<file path="config.mk">
export PLATFORM = sky130hd
export DESIGN_NAME = mem_access_arbiter
export DESIGN_NICKNAME = d
export VERILOG_FILES = /design/src/rtl/mem_access_arbiter.sv
export SDC_FILE = /design/constraint.sdc
export NUM_CORES = 1
export LEC_CHECK = 0
export CORE_UTILIZATION = 43
export CTS_CLUSTER_DIAMETER = 40
export DETAILED_ROUTE_END_ITERATION = 12
export PLACE_DENSITY = 0.84
export SLEW_MARGIN = 20
export SYNTH_ARGS = -nofsm -noshare
export SYNTH_HDL_FRONTEND = slang
export SYNTH_SLANG_ARGS = --single-unit
</file>
<file path="constraint.sdc">
create_clock -name clk -period 2.55 [get_ports clk]
set_input_delay 0.6375 -clock clk [delete_from_list [all_inputs] [get_ports clk]]
set_output_delay 0.6375 -clock clk [all_outputs]
set_load 0.01 [all_outputs]
</file>
<file path="src/rtl/mem_access_arbiter.sv">
`default_nettype none
// ============================================================================
// Module   : mem_access_arbiter
// Purpose  : Round-robin arbiter sharing one single-port memory among NREQ
//            requesters, one transaction in flight, fixed read latency.
// Revision : 1.0 - initial release
// ============================================================================
module mem_access_arbiter #(
    parameter int NREQ   = 2,
    parameter int AW     = 8,
    parameter int DW     = 8,
    parameter int RD_LAT = 1
) (
    input  logic                 clk,
    input  logic                 reset,
    input  logic [NREQ-1:0]      req_valid,
    input  logic [NREQ-1:0]      req_rw,
    input  logic [NREQ*AW-1:0]   req_addr,
    input  logic [NREQ*DW-1:0]   req_wdata,
    output logic [NREQ-1:0]      req_ready,
    output logic [NREQ-1:0]      rsp_valid,
    output logic [DW-1:0]        rsp_rdata,
    output logic                 mem_en,
    output logic                 mem_we,
    output logic [AW-1:0]        mem_addr,
    output logic [DW-1:0]        mem_wdata,
    input  logic [DW-1:0]        mem_rdata,
    output logic                 busy
);

    localparam int PW = $clog2(NREQ);
    localparam int CW = 2;

    typedef enum logic [1:0] {
        IDLE  = 2'd0,
        ISSUE = 2'd1,
        WAIT  = 2'd2,
        RESP  = 2'd3
    } state_t;

    state_t          state_q, state_d;
    logic [PW-1:0]   rr_ptr_q, rr_ptr_d;
    logic [PW-1:0]   gnt_q, gnt_d;
    logic            rw_q, rw_d;
    logic [CW-1:0]   cnt_q, cnt_d;
    logic            mem_en_q, mem_en_d;
    logic            mem_we_q, mem_we_d;
    logic [AW-1:0]   mem_addr_q, mem_addr_d;
    logic [DW-1:0]   mem_wdata_q, mem_wdata_d;
    logic [NREQ-1:0] rsp_valid_q, rsp_valid_d;
    logic [DW-1:0]   rsp_rdata_q, rsp_rdata_d;

    logic            gnt_any;
    logic [PW-1:0]   gnt_idx;
    logic [PW-1:0]   cand;
    logic [NREQ-1:0] gnt_oh;

    // Search from rr_ptr+NREQ down to rr_ptr+1 so the nearest successor wins last.
    always_comb begin
        gnt_any = 1'b0;
        gnt_idx = '0;
        cand    = '0;
        for (int j = NREQ; j >= 1; j--) begin
            cand = PW'((int'(rr_ptr_q) + j) % NREQ);
            if (req_valid[cand]) begin
                gnt_any = 1'b1;
                gnt_idx = cand;
            end
        end
    end

    assign gnt_oh    = NREQ'(1) << gnt_q;
    assign req_ready = (state_q == IDLE && gnt_any && !reset) ? (NREQ'(1) << gnt_idx) : '0;

    always_comb begin
        state_d     = state_q;
        rr_ptr_d    = rr_ptr_q;
        gnt_d       = gnt_q;
        rw_d        = rw_q;
        cnt_d       = cnt_q;
        mem_en_d    = 1'b0;
        mem_we_d    = 1'b0;
        mem_addr_d  = mem_addr_q;
        mem_wdata_d = mem_wdata_q;
        rsp_valid_d = '0;
        rsp_rdata_d = rsp_rdata_q;
        case (state_q)
            IDLE: begin
                // mem_addr_q/mem_wdata_q double as the latched request fields.
                if (gnt_any) begin
                    state_d     = ISSUE;
                    rr_ptr_d    = gnt_idx;
                    gnt_d       = gnt_idx;
                    rw_d        = req_rw[gnt_idx];
                    mem_en_d    = 1'b1;
                    mem_we_d    = req_rw[gnt_idx];
                    mem_addr_d  = req_addr[gnt_idx*AW +: AW];
                    mem_wdata_d = req_wdata[gnt_idx*DW +: DW];
                end
            end
            ISSUE: begin
                cnt_d = CW'(RD_LAT - 1);
                if (rw_q) begin
                    state_d     = RESP;
                    rsp_valid_d = gnt_oh;
                end else begin
                    state_d = WAIT;
                end
            end
            WAIT: begin
                if (cnt_q == '0) begin
                    rsp_rdata_d = mem_rdata;
                    rsp_valid_d = gnt_oh;
                    state_d     = RESP;
                end else begin
                    cnt_d = cnt_q - CW'(1);
                end
            end
            RESP: begin
                state_d = IDLE;
            end
            default: begin
                state_d = IDLE;
            end
        endcase
    end

    always_ff @(posedge clk or posedge reset) begin
        if (reset) begin
            state_q     <= IDLE;
            rr_ptr_q    <= PW'(NREQ - 1);
            gnt_q       <= '0;
            rw_q        <= 1'b0;
            cnt_q       <= '0;
            mem_en_q    <= 1'b0;
            mem_we_q    <= 1'b0;
            mem_addr_q  <= '0;
            mem_wdata_q <= '0;
            rsp_valid_q <= '0;
            rsp_rdata_q <= '0;
        end else begin
            state_q     <= state_d;
            rr_ptr_q    <= rr_ptr_d;
            gnt_q       <= gnt_d;
            rw_q        <= rw_d;
            cnt_q       <= cnt_d;
            mem_en_q    <= mem_en_d;
            mem_we_q    <= mem_we_d;
            mem_addr_q  <= mem_addr_d;
            mem_wdata_q <= mem_wdata_d;
            rsp_valid_q <= rsp_valid_d;
            rsp_rdata_q <= rsp_rdata_d;
        end
    end

    assign rsp_valid = rsp_valid_q;
    assign rsp_rdata = rsp_rdata_q;
    assign mem_en    = mem_en_q;
    assign mem_we    = mem_we_q;
    assign mem_addr  = mem_addr_q;
    assign mem_wdata = mem_wdata_q;
    assign busy      = (state_q != IDLE);

endmodule
`default_nettype wire

</file>
==> impl_metrics.tcl, run 1 <==
set metrics [dict create \
    switching_power_uw 939.8 \
    cts_buffers 5 \
    pwr-share-clk_pct 15.8 \
    yosysSeqAreaShare_pct 54.47 \
    timing.final.crit_period_ns 2.477 \
    start_kind "input port" \
    grt_pass1_vias 1389 \
    cap_violations 0 \
    synth_top_area_share_pct 52.84 \
    drtPass1Iterations 5 \
    synthTopCellsByArea "dfrtp_1 53%, a21oi_1 11%, mux2_2 6.3%" \
    row_count 21 \
    synth_edf_count 0 \
    synth.most_common_cell "a21oi_1" \
    setup_tns_ns 0 \
    p_int_mw 1.820 \
    dr_total_vias 1415 \
    vias_per_cell 4.846 \
    max-vdd-ir-drop_uv 634.5 \
    ios 77 \
    synthDistinctLibCells 23 \
    syn-num-nets 210 \
    status "finished clean" \
    dieArea_sq_um 3994 \
    placed_area_sq_um 2447 \
    relSlewSlack_pct 56.23 \
    antenna_cells 0 \
    crit_path_max_fanout 4 \
    leakage_nw 1.133 \
    fin_skew_ns 0.002857 \
    cts_tree "built" \
    synth_ff_type "dfrtp_1" \
    clk_latency_ns 0.28 \
    die_w_microns 63.20 \
    clock_path_buffers 2 \
    hp-class "flop to flop" \
    placement.io_buffers 76 \
    core_sq_um 3468 \
    grt_usage_pct 20.94 \
    die_h_microns 63.20 \
    setup_violations 0 \
    min_from "gnt_q" \
    drive_gt1_share_pct 13.01 \
    nNetsFinal 296 \
    reg2reg_from "state_q[0]" \
    power_density_nw_per_um2 1081 \
    drc_errors 0 \
    ys_warn_count 0 \
    end_kind "output pin" \
    cts_setup_buffers 0 \
    final_util_pct 73.63 \
    cp.required_ns 1.91 \
    synth_commonest_cells "36 x a21oi_1, 34 x dfrtp_1, 25 x nor2_1" \
    routedWlPerCell_microns 12.97 \
    clock_sinks 35 \
    grt_first_pass_wirelength_microns 6306 \
    grt_util_met2_pct 36.16 \
    drt_wl_total_microns 3787 \
    period_share_pct 97.12 \
    drt_iter0_drc 49 \
    grt_overflow_total 0 \
    area_delta_synth_final_pct 58.59 \
    p_total_mw 2.760 \
    sw_frac_of_total_pct 34.05 \
    seqPwrFrac_pct 34.8 \
    path_class "input port to output pin" \
    ant_nets 0 \
    holdWs_ns 0.4269 \
    worstSetupStartpoint "req_valid[1]" \
    cts.htree.levels 2 \
    p_comb_share_pct 49.4 \
    hold_violations 0 \
    cp_data_arrival_time_ns 1.84 \
    grtUsageMet3_pct 7.790 \
    maxSlewViolCount 0 \
    dp.final_hpwl_microns 2828 \
    synthesis.area_sq_um 1610 \
    fin_area_sq_um 2554 \
    tightest_slew_ns 0.6559 \
    synth_top_area_cell "dfrtp_1" \
    ys_async_sr_fraction_pct 100.0 \
    fmax_mhz 403.8 \
    antenna_found_initial 0 \
    place_congestion 0.7706 \
    grt_util_met1_pct 24.38 \
    busiest_layer "met2" \
    grt_max_degree 21 \
    syn_area_per_cell_sq_um 10.13 \
    ctsRootBufferMaster "clkbuf_8" \
    clk_pin_slew_worst_paths_ns 0.07 \
    ys_ff_latch 35 \
    rsz0062_at_grt "false" \
    initial_core_util_pct 46.43 \
    synthCells 159 \
]
[layout make-up]
class	count	area [sq um]
repair buffers	86	833.3
clock inverters	1	7.507
fillers	274	914.6
multi-input cells	109	651.9
flip-flops and latches	35	877.1
well taps	46	57.56
clock buffers	7	96.34
inverters	8	30.03
[power groups by stage]
stage	combinational (mW)	clock, mW	sequential (mW)
final	1.36	0.437	0.961
after global routing	1.50	0.477	0.993
after CTS	1.37	0.449	0.961
after detailed placement	1.37	0	0.966
after global placement	1.35	0	0.955
after floorplan	0.620	0	1.06
[repair_timing]
| action | CTS | global route |
|---|---|---|
| endpoints found under the setup margin | 2 | 1 |
| pin swaps | 0 | 0 |
| cloned | 0 | 0 |
| gates resized for setup | 3 | 2 |
| hold buffers | 0 | 0 |
[cell usage in the layout (no fill, tap or decap), types with 2 or more instances in the layout]
master           instances
buf_4                   10
a21oi_1                 36
nor2_1                  25
ha_1                     5
nand2_1                 19
a22o_1                   2
inv_1                    8
clkbuf_8                 7
dlygate4sd2_1            2
mux2i_1                  2
mux2_2                   9
clkdlybuf4s50_1         73
dfrtp_1                 34
a211oi_1                 2
[flip-flops by register name, indices dropped and copies added (netlist names)]
register / flops
gnt_q: 1
mem_en: 1
rsp_rdata: 8
mem_we: 1
cnt_q: 2
rw_q: 1
mem_wdata: 8
rr_ptr_q: 1
state_q: 2
rsp_valid: 2
mem_addr: 8
[cells by family after synthesis]
| group | Yosys count | synth area share (%) |
|---|---|---|
| fa+ha+maj | 5 | 3.885 |
| mux | 11 | 7.537 |
| buf+inv | 15 | 5.361 |
| flops | 35 | 54.47 |
| compound gates | 47 | 17.79 |
| simple gates | 46 | 10.96 |
[worst max-delay path, cell delays in order]
cell	delay (ns)
clkdlybuf4s50_1	0.50
a21boi_4	0.24
nand2_1	0.09
nor2_1	0.11
clkdlybuf4s15_1	0.24
[final timing paths]
kind	end	cells past startpoint	slack (ns)
max reg2reg	mem_addr[6]	7	0.62
max	req_ready[1]	5	0.07
max in group asynchronous	rr_ptr_q	3	1.27
min	rsp_valid[0]	1	0.43
min in group asynchronous	mem_addr[3]	2	0.72
min reg2reg	rsp_valid[0]	1	0.43
[through the flow]
| stage | setup slack [ns] | cells |
|---|---|---|
| after floorplan | 0.5645 | 159 |
| after global placement | -0.1943 | 284 |
| after detailed placement | -0.2261 | 284 |
| after CTS | 0.07010 | 292 |
| after global routing | 0.01388 | 292 |
| final | 0.07335 | 292 |
[layer usage]
metal  vias up  wire length (microns)
met1       656                   1596
met2        53                   1934
met5         -                      0
li1        704                      -
met4         0                      8
met3         2                    249
Note: power is estimated with default switching activity, not from simulation.
==> inputs of run 2 (changes only) <==
--- a/config.mk
+++ b/config.mk
@@ -5,6 +5,7 @@
 export SDC_FILE = /design/constraint.sdc
 export NUM_CORES = 1
 export LEC_CHECK = 0
+export CAP_MARGIN = 10
 export CORE_UTILIZATION = 43
 export CTS_CLUSTER_DIAMETER = 40
 export DETAILED_ROUTE_END_ITERATION = 12
==> results of run 2 <==
No change in the layout: final DEF, timing and power equal those of run 1.
==> inputs of run 3 (changes only) <==
--- a/config.mk
+++ b/config.mk
@@ -5,12 +5,13 @@
 export SDC_FILE = /design/constraint.sdc
 export NUM_CORES = 1
 export LEC_CHECK = 0
+export ABC_CLOCK_PERIOD_IN_PS = 2550
 export CAP_MARGIN = 10
 export CORE_UTILIZATION = 43
 export CTS_CLUSTER_DIAMETER = 40
 export DETAILED_ROUTE_END_ITERATION = 12
+export HOLD_SLACK_MARGIN = 0.1
 export PLACE_DENSITY = 0.84
-export SLEW_MARGIN = 20
 export SYNTH_ARGS = -nofsm -noshare
 export SYNTH_HDL_FRONTEND = slang
 export SYNTH_SLANG_ARGS = --single-unit
==> results of run 3 <==
No change in the layout: final DEF, timing and power equal those of run 1.
